$ cat src/rtl/muldiv_if.sv
// Request/result bundle between decode/EX and the multi-cycle multiply/divide engine.
// Handshake: start is sampled only while the engine is idle; it is answered exactly once by a one-cycle done pulse.
interface muldiv_if #(
    parameter int WIDTH = 16
);
    logic             start;
    logic             op_div;
    logic             op_signed;
    logic [WIDTH-1:0] src_a;
    logic [WIDTH-1:0] src_b;
    logic [WIDTH-1:0] result_lo;
    logic [WIDTH-1:0] result_hi;
    logic             done;
    logic             busy;
    logic             stall;
    logic             div_zero;

    modport master (
        output start, op_div, op_signed, src_a, src_b,
        input  result_lo, result_hi, done, busy, stall, div_zero
    );

    modport slave (
        input  start, op_div, op_signed, src_a, src_b,
        output result_lo, result_hi, done, busy, stall, div_zero
    );
endinterface

$ cat src/rtl/muldiv_sequencer.sv
// Iterative shift-add multiply / restoring divide on operand magnitudes, with a sign fixup pass.
// Produces a hi/lo pair for dual-register writeback and stalls the pipeline while running.
module muldiv_sequencer #(
    parameter int WIDTH = 16
) (
    input  logic       clk,
    input  logic       rst,
    muldiv_if.slave    bus,
    output logic [1:0] o_state
);
    localparam int CW = (WIDTH > 1) ? $clog2(WIDTH) : 1;

    typedef enum logic [1:0] {S_IDLE = 2'd0, S_CALC = 2'd1, S_FIXUP = 2'd2, S_DONE = 2'd3} state_t;

    state_t           r_state;
    state_t           w_next;
    logic [CW-1:0]    r_cnt;
    logic             r_op_div;
    logic             r_sign_a;
    logic             r_sign_b;
    logic [WIDTH-1:0] r_mag_b;
    logic [WIDTH-1:0] r_acc_hi;
    logic [WIDTH-1:0] r_acc_lo;
    logic [WIDTH-1:0] r_res_lo;
    logic [WIDTH-1:0] r_res_hi;
    logic             r_div_zero;

    logic             w_accept;
    logic             w_div_zero_start;
    logic [WIDTH-1:0] w_mag_a;
    logic [WIDTH-1:0] w_mag_b;
    logic [WIDTH:0]   w_mul_sum;
    logic [WIDTH:0]   w_rem_sh;
    logic [WIDTH:0]   w_rem_sub;
    logic [2*WIDTH-1:0] w_prod;

    assign w_accept         = (r_state == S_IDLE) && bus.start;
    assign w_div_zero_start = bus.op_div && (bus.src_b == '0);
    assign w_mag_a   = (bus.op_signed && bus.src_a[WIDTH-1]) ? -bus.src_a : bus.src_a;
    assign w_mag_b   = (bus.op_signed && bus.src_b[WIDTH-1]) ? -bus.src_b : bus.src_b;
    assign w_mul_sum = {1'b0, r_acc_hi} + {1'b0, r_mag_b};
    // Divide keeps the remainder in acc_hi and the dividend/quotient in acc_lo.
    assign w_rem_sh  = {r_acc_hi, r_acc_lo[WIDTH-1]};
    assign w_rem_sub = w_rem_sh - {1'b0, r_mag_b};
    assign w_prod    = {r_acc_hi, r_acc_lo};

    always_ff @(posedge clk or posedge rst) begin
        if (rst) r_state <= S_IDLE;
        else     r_state <= w_next;
    end

    always_comb begin
        w_next = r_state;
        case (r_state)
            S_IDLE:  if (bus.start) w_next = w_div_zero_start ? S_DONE : S_CALC;
            S_CALC:  if (r_cnt == CW'(WIDTH - 1)) w_next = S_FIXUP;
            S_FIXUP: w_next = S_DONE;
            S_DONE:  w_next = S_IDLE;
            default: w_next = S_IDLE;
        endcase
    end

    always_comb begin
        bus.done  = (r_state == S_DONE);
        bus.busy  = (r_state != S_IDLE);
        bus.stall = w_accept || (r_state == S_CALC) || (r_state == S_FIXUP);
        o_state   = r_state;
    end

    always_ff @(posedge clk or posedge rst) begin
        if (rst) begin
            r_cnt      <= '0;
            r_op_div   <= 1'b0;
            r_sign_a   <= 1'b0;
            r_sign_b   <= 1'b0;
            r_mag_b    <= '0;
            r_acc_hi   <= '0;
            r_acc_lo   <= '0;
            r_res_lo   <= '0;
            r_res_hi   <= '0;
            r_div_zero <= 1'b0;
        end else begin
            case (r_state)
                S_IDLE: if (bus.start) begin
                    r_cnt      <= '0;
                    r_op_div   <= bus.op_div;
                    r_sign_a   <= bus.op_signed && bus.src_a[WIDTH-1];
                    r_sign_b   <= bus.op_signed && bus.src_b[WIDTH-1];
                    r_mag_b    <= w_mag_b;
                    r_acc_hi   <= '0;
                    r_acc_lo   <= w_mag_a;
                    r_div_zero <= w_div_zero_start;
                    if (w_div_zero_start) begin
                        r_res_lo <= '1;
                        r_res_hi <= bus.src_a;
                    end
                end
                S_CALC: begin
                    r_cnt <= r_cnt + CW'(1);
                    if (r_op_div) begin
                        if (w_rem_sh >= {1'b0, r_mag_b}) begin
                            r_acc_hi <= w_rem_sub[WIDTH-1:0];
                            r_acc_lo <= {r_acc_lo[WIDTH-2:0], 1'b1};
                        end else begin
                            r_acc_hi <= w_rem_sh[WIDTH-1:0];
                            r_acc_lo <= {r_acc_lo[WIDTH-2:0], 1'b0};
                        end
                    end else if (r_acc_lo[0]) begin
                        r_acc_hi <= w_mul_sum[WIDTH:1];
                        r_acc_lo <= {w_mul_sum[0], r_acc_lo[WIDTH-1:1]};
                    end else begin
                        r_acc_hi <= {1'b0, r_acc_hi[WIDTH-1:1]};
                        r_acc_lo <= {r_acc_hi[0], r_acc_lo[WIDTH-1:1]};
                    end
                end
                S_FIXUP: begin
                    if (r_op_div) begin
                        r_res_lo <= (r_sign_a ^ r_sign_b) ? -r_acc_lo : r_acc_lo;
                        r_res_hi <= r_sign_a ? -r_acc_hi : r_acc_hi;
                    end else begin
                        {r_res_hi, r_res_lo} <= (r_sign_a ^ r_sign_b) ? -w_prod : w_prod;
                    end
                end
                default: ;
            endcase
        end
    end

    assign bus.result_lo = r_res_lo;
    assign bus.result_hi = r_res_hi;
    assign bus.div_zero  = r_div_zero;
endmodule

$ cat src/flat_wrapper.sv
// flat-port wrapper written by rule: the top's interface ports become plain ports
module muldiv_sequencer_flat 
#(
    parameter int WIDTH = 16
)
  (clk, rst, o_state, bus_start, bus_op_div, bus_op_signed, bus_src_a, bus_src_b, bus_result_lo, bus_result_hi, bus_done, bus_busy, bus_stall, bus_div_zero);
  muldiv_if #(.WIDTH(WIDTH)) bus_i ();
  input  logic clk;
  input  logic rst;
  output logic [1:0] o_state;
  input wire logic [$bits(bus_i.start)-1:0] bus_start;
  input wire logic [$bits(bus_i.op_div)-1:0] bus_op_div;
  input wire logic [$bits(bus_i.op_signed)-1:0] bus_op_signed;
  input wire logic [$bits(bus_i.src_a)-1:0] bus_src_a;
  input wire logic [$bits(bus_i.src_b)-1:0] bus_src_b;
  output wire logic [$bits(bus_i.result_lo)-1:0] bus_result_lo;
  output wire logic [$bits(bus_i.result_hi)-1:0] bus_result_hi;
  output wire logic [$bits(bus_i.done)-1:0] bus_done;
  output wire logic [$bits(bus_i.busy)-1:0] bus_busy;
  output wire logic [$bits(bus_i.stall)-1:0] bus_stall;
  output wire logic [$bits(bus_i.div_zero)-1:0] bus_div_zero;
  assign bus_i.start = bus_start;
  assign bus_i.op_div = bus_op_div;
  assign bus_i.op_signed = bus_op_signed;
  assign bus_i.src_a = bus_src_a;
  assign bus_i.src_b = bus_src_b;
  assign bus_result_lo = bus_i.result_lo;
  assign bus_result_hi = bus_i.result_hi;
  assign bus_done = bus_i.done;
  assign bus_busy = bus_i.busy;
  assign bus_stall = bus_i.stall;
  assign bus_div_zero = bus_i.div_zero;
  muldiv_sequencer #(.WIDTH(WIDTH)) u_core (.clk(clk), .rst(rst), .bus(bus_i), .o_state(o_state));
endmodule
$ cat config.mk
export PLATFORM = sky130hd
export DESIGN_NAME = muldiv_sequencer_flat
export DESIGN_NICKNAME = d
export VERILOG_FILES = /design/src/rtl/muldiv_if.sv /design/src/rtl/muldiv_sequencer.sv /design/src/flat_wrapper.sv
export SDC_FILE = /design/constraint.sdc
export NUM_CORES = 1
export LEC_CHECK = 0
export ABC_AREA = 0
export ABC_CLOCK_PERIOD_IN_PS = 6930
export CAP_MARGIN = 15
export CORE_ASPECT_RATIO = 0.75
export CORE_MARGIN = 10
export CORE_UTILIZATION = 59
export DETAILED_ROUTE_END_ITERATION = 12
export PLACE_DENSITY = 0.81
export SLEW_MARGIN = 20
export SYNTH_ARGS = -nofsm -noshare
export SYNTH_HDL_FRONTEND = slang
export SYNTH_SLANG_ARGS = --single-unit
export TNS_END_PERCENT = 1
$ cat constraint.sdc
create_clock -name clk -period 6.93 [get_ports clk]
set_clock_uncertainty 0.2 [all_clocks]
set_input_delay 1.386 -clock clk [delete_from_list [all_inputs] [get_ports clk]]
set_output_delay 1.386 -clock clk [all_outputs]
set_load 0.03 [all_outputs]
==> results of run 1 <==
[per-layer routing]
layer	up-vias	routed length (µm)
met2	289	8220
met3	24	1930
met5	-	0
met4	0	211
met1	3205	9700
li1	3328	-
[sequential cells by signal (all words and copies together), names as in the netlist]
register,flops
u_core.bus.div_zero,1
u_core.o_state,2
u_core.r_sign_b,1
u_core.r_op_div,1
u_core.bus.result_lo,16
u_core.bus.result_hi,16
u_core.r_sign_a,1
u_core.r_acc_lo,16
u_core.r_cnt,4
u_core.r_mag_b,16
u_core.r_acc_hi,16
[cells in the final DEF (no fill, tap or decap), types with 3 or more instances in the layout]
| cell type | netlist | routed |
|---|---|---|
| o21ai_1 | 20 | 19 |
| xor2_1 | 35 | 35 |
| o211ai_1 | 5 | 5 |
| o2111ai_1 | 4 | 4 |
| dfrtp_1 | 90 | 89 |
| a21oi_1 | 46 | 46 |
| a221oi_1 | 6 | 6 |
| a211o_1 | 4 | 4 |
| or3_1 | 9 | 9 |
| nor4_1 | 5 | 5 |
| nand4_1 | 3 | 3 |
| o21ai_0 | 76 | 76 |
| nand2b_1 | 10 | 10 |
| a32o_1 | 3 | 3 |
| nor2_1 | 65 | 65 |
| a31oi_1 | 21 | 21 |
| xnor2_1 | 44 | 43 |
| o41ai_1 | 3 | 3 |
| buf_4 | 3 | 7 |
| o21a_1 | 7 | 7 |
| a22o_1 | 10 | 10 |
| a311oi_1 | 3 | 3 |
| mux2i_1 | 37 | 37 |
| nor2b_1 | 19 | 19 |
| clkdlybuf4s50_1 | 0 | 74 |
| nor3_1 | 21 | 21 |
| o31ai_1 | 11 | 11 |
| a21o_1 | 10 | 10 |
| inv_1 | 40 | 39 |
| nand3_1 | 11 | 11 |
| clkbuf_16 | 0 | 9 |
| ha_1 | 41 | 41 |
| a211oi_1 | 16 | 16 |
| and3_1 | 5 | 5 |
| nand2_1 | 119 | 119 |
| and2_1 | 6 | 6 |
| nor2_2 | 3 | 3 |
[synth_stat cells, types with 4 or more instances]
master     instances  area (µm²)
xor2_1            35         307
a211o_1            4        35.0
nor3_1            21         105
a21o_1            10        75.1
nand2b_1          10        62.6
and2_1             6        37.5
o21a_1             7        52.6
nor2b_1           19         119
inv_1             40         150
or3_1              9        56.3
o21ai_0           76         380
a211oi_1          16         120
nor2_1            65         244
clkbuf_1          39         146
buf_1              5        18.8
ha_1              41         513
a221oi_1           6        52.6
mux2i_1           37         370
nand2_1          119         447
nor4_1             5        31.3
a21oi_1           46         230
a31oi_1           21         131
a22o_1            10        87.6
o21ai_1           20         100
xnor2_1           44         385
nand3_1           11        55.1
and3_1             5        31.3
buf_2              5        25.0
o31ai_1           11        82.6
o2111ai_1          4        35.0
dfrtp_1           90        2250
o211ai_1           5        37.5
[stage by stage]
stage / setup WS, ps / std cells
floorplan: 3010 / 908
global placement: 2330 / 1102
detailed placement: 2280 / 1102
CTS: 2560 / 1118
global route: 2240 / 1118
finish: 2570 / 1118
[power by group]
group          leakage, nW  total [mW]  switching, mW  internal [mW]
Clock                0.132       0.476          0.221          0.255
Combinational         2.39        3.08           1.81           1.27
Sequential            1.09        1.05          0.308          0.745
Total                 3.61        4.61           2.34           2.27
[layout make-up]
cell class / count / area [µm²]
sequential: 90 / 2250
inverter: 42 / 159
timing repair buffer: 81 / 793
clock inverter: 5 / 37.5
fill: 1006 / 3770
tap: 166 / 208
clock buffer: 11 / 243
multi-input combinational: 723 / 4840
[final timing paths]
check | from | to | slack [ps]
worst min register to register | u_core.bus.result_hi[1] | u_core.bus.result_hi[1] | 290
max in group asynchronous | rst | u_core.r_cnt[0] | 4180
worst max register to register | u_core.r_acc_hi[8] | u_core.r_acc_hi[12] | 3490
worst max-delay path | bus_start | bus_stall | 2570
worst min-delay path | u_core.bus.result_hi[1] | u_core.bus.result_hi[1] | 290
min in group asynchronous | rst | u_core.r_acc_hi[8] | 1160
[worst max-delay path: cells and delay by family]
kind | cells | cell delay (ps)
buf+inv | 2 | 1200
simple gates | 2 | 190
[logic make-up after synthesis]
kind of cell | Yosys count | share of synthesized area
AOI/OAI and AO/OA | 271 | 0.239
muxes | 38 | 0.0512
xor gates and xnor gates | 79 | 0.0928
DFF | 90 | 0.302
and+or+nand+nor | 292 | 0.189
buffers and inverters | 95 | 0.0512
adders and majority gates | 43 | 0.0742
==> metrics, run 1 <==
status complete, no violations; total power 4.61 mW; Die Width 150 µm; type of origin of the critical path primary input; Iter 0 DRT Violations 688; critical path class primary input to output port; worst-path maximum fanout 3; DR WL/cell 17.9 µm; Synth cell types 73; Max-Cap Viols 0; CP max stage delay 690 ps; Worst EP arrival 2780 ps; met3 Usage GRT 0.0511; Pleak 3.61 nW; Final GP Congestion 0.912; Die ar. 0.0176 mm²; post-route minimum period 4360 ps; postcts setup bufs 0; worst slew pin tran 1080 ps; Most Used Layer, Global Route met1; grt ovf 0; global routing usage on met2 0.308; post_cts resized 0; synthesized netlist net count 988; Synth async-reset ratio 1.00; layout cells sized above 1 0.0536; GR met1 Demand/Resource 0.340; Syn Inst Count 908; Port Buffers 74; crit end category output port; GRT Overall Usage 0.222; CTS Buffer Depth 2; ANT cells 0; Post-DP HPWL 15,000 µm; Root Driver clkbuf_16; sequential area share after synthesis 0.302; syn avg cell area 8.21 µm²; First-pass DRT Iterations 5; Core Region 0.0123 mm²; Worst slew margin 0.279; Initial Util 0.606; CTS buffer count 9; Synth-to-Final Area Change 14.5%; Post-synth EDFFs 0; Hold WC Path Type register to register; placed inst area 0.00825 mm²; YS warnings 0; Top FF cell, synth dfrtp_1; Via density 6.12; Cells on Worst Hold Path 2; final period utilization 0.630; vias in the first global route 6,198; Max Slew Vio Count 0; FMAX 229 MHz; Yosys reg bits 90; num ports 75; DRC 0; Critical Path Slowest Stage Cell clkdlybuf4s50_1; Detail Route Antenna Nets 0; clk sinks 90; final wirelength 20,100 µm; design area 0.00853 mm²; PwrDens 541 mW/mm²; post-route setup TNS 0 ps; worst skew pair latency 350 ps; final core occ 0.693; detailed-route via count 6,846; post-synth design cell area 0.00745 mm²; Final Hold Vio Count 0; H-tree Lvls 3; # hold bufs at CTS 0; VDD IR max 0.419 mV; r2r worst-path depth 9; number of antenna violations at the first check in global routing 0; first-pass GRT wire length 32,400 µm; CTS tree yes; hold_ws 286 ps; standard-cell row count 35; CP required 5340 ps; worst-path cell chain clkdlybuf4s50_1 -> nand2_1 -> nand2_1 -> clkdlybuf4s50_1; largest net degree at the start of global routing 65; RSZ-0062 raised after global routing false; clk slew on worst S/H paths 60 ps; final net count 1,027; final-report setup violation count 0; die height 117 µm
Power figures use the tool's default switching activity.
==> inputs of run 2 (changes only) <==
Settings changed: ABC_CLOCK_PERIOD_IN_PS 6930 to 3700, CORE_UTILIZATION 59 to 53, PLACE_DENSITY 0.81 to 0.77.
Clock period 6.93 ns to 3.7 ns, I/O delays scaled along.
==> metrics, run 2 (same netlist as run 1, synthesis figures left out) <==
clk sinks 90; DR WL/cell 18.6 µm; CTS Buffer Depth 2; Largest delay share family, worst path simple AND/OR/NAND/NOR gates; Via density 6.12; ANT cells 0; post_cts resized 0; final period utilization 0.881; Final GP Congestion 0.954; total power 8.90 mW; critical path class register to register; type of origin of the critical path register; metal1 wirelength 10,300 µm; vias in the first global route 6,392; detailed-route via count 6,987; Core Region 0.0137 mm²; worst slew pin tran 847 ps; Worst slew margin 0.433; postcts setup bufs 0; Root Driver clkbuf_16; Max Slew Vio Count 0; worst-path cell chain inv_1 -> ha_1 -> and3_1 -> nand3_1 -> nor4_1 -> nor4b_2 -> o21ai_4 -> mux2i_1 -> a21oi_1 -> a22o_1; post-route minimum period 3260 ps; largest net degree at the start of global routing 52; Port Buffers 74; CP max stage delay 570 ps; standard-cell row count 37; # hold bufs at CTS 0; Die Width 157 µm; final-report setup violation count 0; H-tree Lvls 3; first-pass GRT wire length 34,400 µm; worst-path maximum fanout 16; most common cell after layout, fill and taps aside nand2_1; final core occ 0.633; post-route setup TNS 0 ps; grt ovf 0; PwrDens 1020 mW/mm²; final net count 1,042; Worst EP arrival 3300 ps; Buf/Inv on CP 1; layout cells sized above 1 0.0683; Highest Signal Layer met4; Die ar. 0.0193 mm²; Critical Path Slowest Stage Cell o21ai_4; Post-DP HPWL 16,000 µm; WL met2 8700 µm; clk slew on worst S/H paths 70 ps; number of antenna violations at the first check in global routing 0; RSZ-0062 raised after global routing false; Synth-to-Final Area Change 16.8%; GRT Overall Usage 0.221; VDD IR max 0.912 mV; metal3 WL 2010 µm; CTS buffer count 9; Detail Route Antenna Nets 0; status complete, no violations; num ports 75; final wirelength 21,200 µm; worst skew pair latency 350 ps; Iter 0 DRT Violations 661; Hold WC Path Type register to register; Max-Cap Viols 0; FMAX 307 MHz; CP required 3740 ps; DRC 0; highest-count cells in the layout ignoring fill and taps 119 x nand2_1, 89 x dfrtp_1, 76 x o21ai_0; die height 123 µm; Initial Util 0.542; Pleak 3.70 nW; Final Hold Vio Count 0; CTS tree yes; First-pass DRT Iterations 5; crit end category register
## run 2: cell type report
class / instances / area, µm²
Clock buffer: 10 / 239
Clock inverter: 5 / 62.6
Fill cell: 1215 / 5040
Inverter: 42 / 159
Multi-Input combinational cell: 723 / 4830
Sequential cell: 90 / 2250
Tap cell: 175 / 219
Timing Repair Buffer: 96 / 941
## run 2: layer usage
layer	up-vias	GRT usage
met2	307	0.312
li1	3370	-
met4	0	0.0500
met1	3281	0.330
met3	29	0.0528
met5	-	0
## run 2: metrics by stage
step	instance area, µm²	std cells	hold WS, ps	worst slack (ps)
floorplan	7450	908	259	425
global placement	8400	1126	262	186
detailed placement	8400	1126	276	124
CTS	8710	1141	290	451
global route	8710	1141	316	249
finish	8710	1141	286	440
## run 2: final timing paths
path	from	slack, ps	cells after the start	to
min	u_core.bus.result_hi[13]	290	2	u_core.bus.result_hi[13]
max in group asynchronous	rst	1950	3	u_core.r_op_div
max	u_core.r_mag_b[10]	440	10	u_core.r_acc_hi[1]
min reg2reg	u_core.bus.result_hi[13]	290	2	u_core.bus.result_hi[13]
max reg2reg	u_core.r_mag_b[10]	440	10	u_core.r_acc_hi[1]
min in group asynchronous	rst	600	2	u_core.r_acc_hi[14]
## run 2: where the power goes
part           total, mW  leakage [nW]  switching, mW  internal [mW]
Combinational       6.02          2.47           3.53           2.49
Sequential          1.92          1.09          0.526           1.40
Clock              0.960         0.142          0.417          0.543
## run 2: worst register-to-register path, stage by stage (launching register included)
cell and delay, ps:
dfrtp_1 420, inv_1 60, ha_1 360, and3_1 210, nand3_1 120, nor4_1 440, nor4b_2 150, o21ai_4 570
mux2i_1 290, a21oi_1 100, a22o_1 220
==> inputs of run 3 (changes only) <==
Settings changed: ABC_CLOCK_PERIOD_IN_PS 3700 to 3240, CORE_UTILIZATION 53 to 59, PLACE_DENSITY 0.77 to 0.81.
Clock period 3.7 ns to 3.24 ns, I/O delays scaled along.
==> metrics, run 3 (same netlist as run 1, synthesis figures left out) <==
Iter 0 DRT Violations 926; Pleak 3.86 nW; Port Buffers 74; worst slew pin tran 1000 ps; crit end category register; first-pass GRT wire length 35,700 µm; Die Width 150 µm; post-placement setup slack -117 ps; VDD IR max 0.868 mV; final setup margin 88.8 ps; postcts setup bufs 0; type of origin of the critical path register; Core Region 0.0123 mm²; Max Slew Vio Count 0; CTS Buffer Depth 2; Post-DP HPWL 16,400 µm; Fillers 952; Critical R2R Capture u_core.r_acc_hi[1]; final-report setup violation count 0; clk slew on worst S/H paths 70 ps; CTS buffer count 9; First-pass DRT Iterations 5; Hold WC Path Type register to register; die height 117 µm; Worst slew margin 0.327; FMAX 317 MHz; final core occ 0.727; DR WL/cell 18.8 µm; num ports 75; design area 0.00895 mm²; highest-count cells in the layout ignoring fill and taps 119 x nand2_1, 88 x dfrtp_1, 76 x o21ai_0; final period utilization 0.973; final wirelength 21,900 µm; final net count 1,074; post-route setup TNS 0 ps; vias in the first global route 6,727; reg2reg start u_core.r_acc_hi[2]; placed inst area 0.00863 mm²; H-tree Lvls 3; layout cells sized above 1 0.101; Worst EP arrival 3190 ps; Max-Cap Viols 0; detailed-route via count 7,197; CP required 3280 ps; Root Driver clkbuf_16; Final GP Congestion 0.940; DRC 0; status complete, no violations; Die ar. 0.0176 mm²; worst-path maximum fanout 16; post_cts resized 0; critical path class register to register; Setup crit end u_core.r_acc_hi[1]; Initial Util 0.606; ANT cells 0; worst skew pair latency 350 ps; Detail Route Antenna Nets 0; CP startpoint u_core.r_acc_hi[2]; post-route minimum period 3150 ps; GRT Overall Usage 0.245; grt ovf 0; reg2reg setup slack 90 ps; # hold bufs at CTS 0; largest net degree at the start of global routing 43; RSZ-0062 raised after global routing true; r2r worst-path depth 9; Final Hold Vio Count 0; Via density 6.18; CTS tree yes; standard-cell row count 35; Synth-to-Final Area Change 20.1%; most common cell after layout, fill and taps aside nand2_1; PwrDens 1160 mW/mm²; number of antenna violations at the first check in global routing 1; clk sinks 90
-- run 3: how the worst min path moves through the flow --
stage | start | slack (ps) | cells after the start | to
CTS | u_core.bus.result_hi[1] | 290 | 2 | u_core.bus.result_hi[1]
finish | u_core.bus.result_hi[14] | 290 | 2 | u_core.bus.result_hi[14]
global placement | u_core.bus.result_hi[1] | 270 | 2 | u_core.bus.result_hi[1]
global route | u_core.bus.div_zero | 320 | 2 | u_core.bus.div_zero
detailed placement | u_core.bus.div_zero | 270 | 2 | u_core.bus.div_zero
floorplan | u_core.r_cnt[2] | 260 | 1 | u_core.r_cnt[2]
-- run 3: final cells by class --
class,count,area [µm²],share of cell area
Multi-Input combinational cell,723,4850,0.542
Sequential cell,90,2250,0.252
Timing Repair Buffer,128,1180,0.132
Clock buffer,10,229,0.0256
Tap cell,166,208,0.0232
Inverter,42,159,0.0178
Clock inverter,6,66.3,0.00741
-- run 3: layer usage --
layer	vias up	routed length (µm)	part of all wire	GRT usage
met1	3376	10100	0.46	0.360
met4	2	321	0.015	0.0485
met5	-	13	0.00059	0
li1	3409	-	-	-
met3	44	2280	0.10	0.0584
met2	366	9200	0.42	0.355
-- run 3: through the flow --
stage	hold slack (ps)	power (mW)	instances
floorplan	259	7.16	908
global placement	269	8.92	1149
detailed placement	266	9.10	1149
CTS	287	10.2	1165
global route	320	11.2	1165
finish	286	10.4	1165
-- run 3: report_power, final --
group	total, mW	switching [mW]	internal (mW)
sequential	2.17	0.578	1.60
clock	1.08	0.481	0.600
combinational	7.12	4.17	2.95
total	10.4	5.23	5.15
-- run 3: worst max-delay path, stage by stage, from the launching register on --
cell and delay (ps):
dfrtp_1 470, ha_2 430, nand2_1 90, o21bai_2 220
a211oi_2 290, nor4b_2 140, o21ai_4 560, mux2i_1 330
a21oi_1 100, a22o_1 210
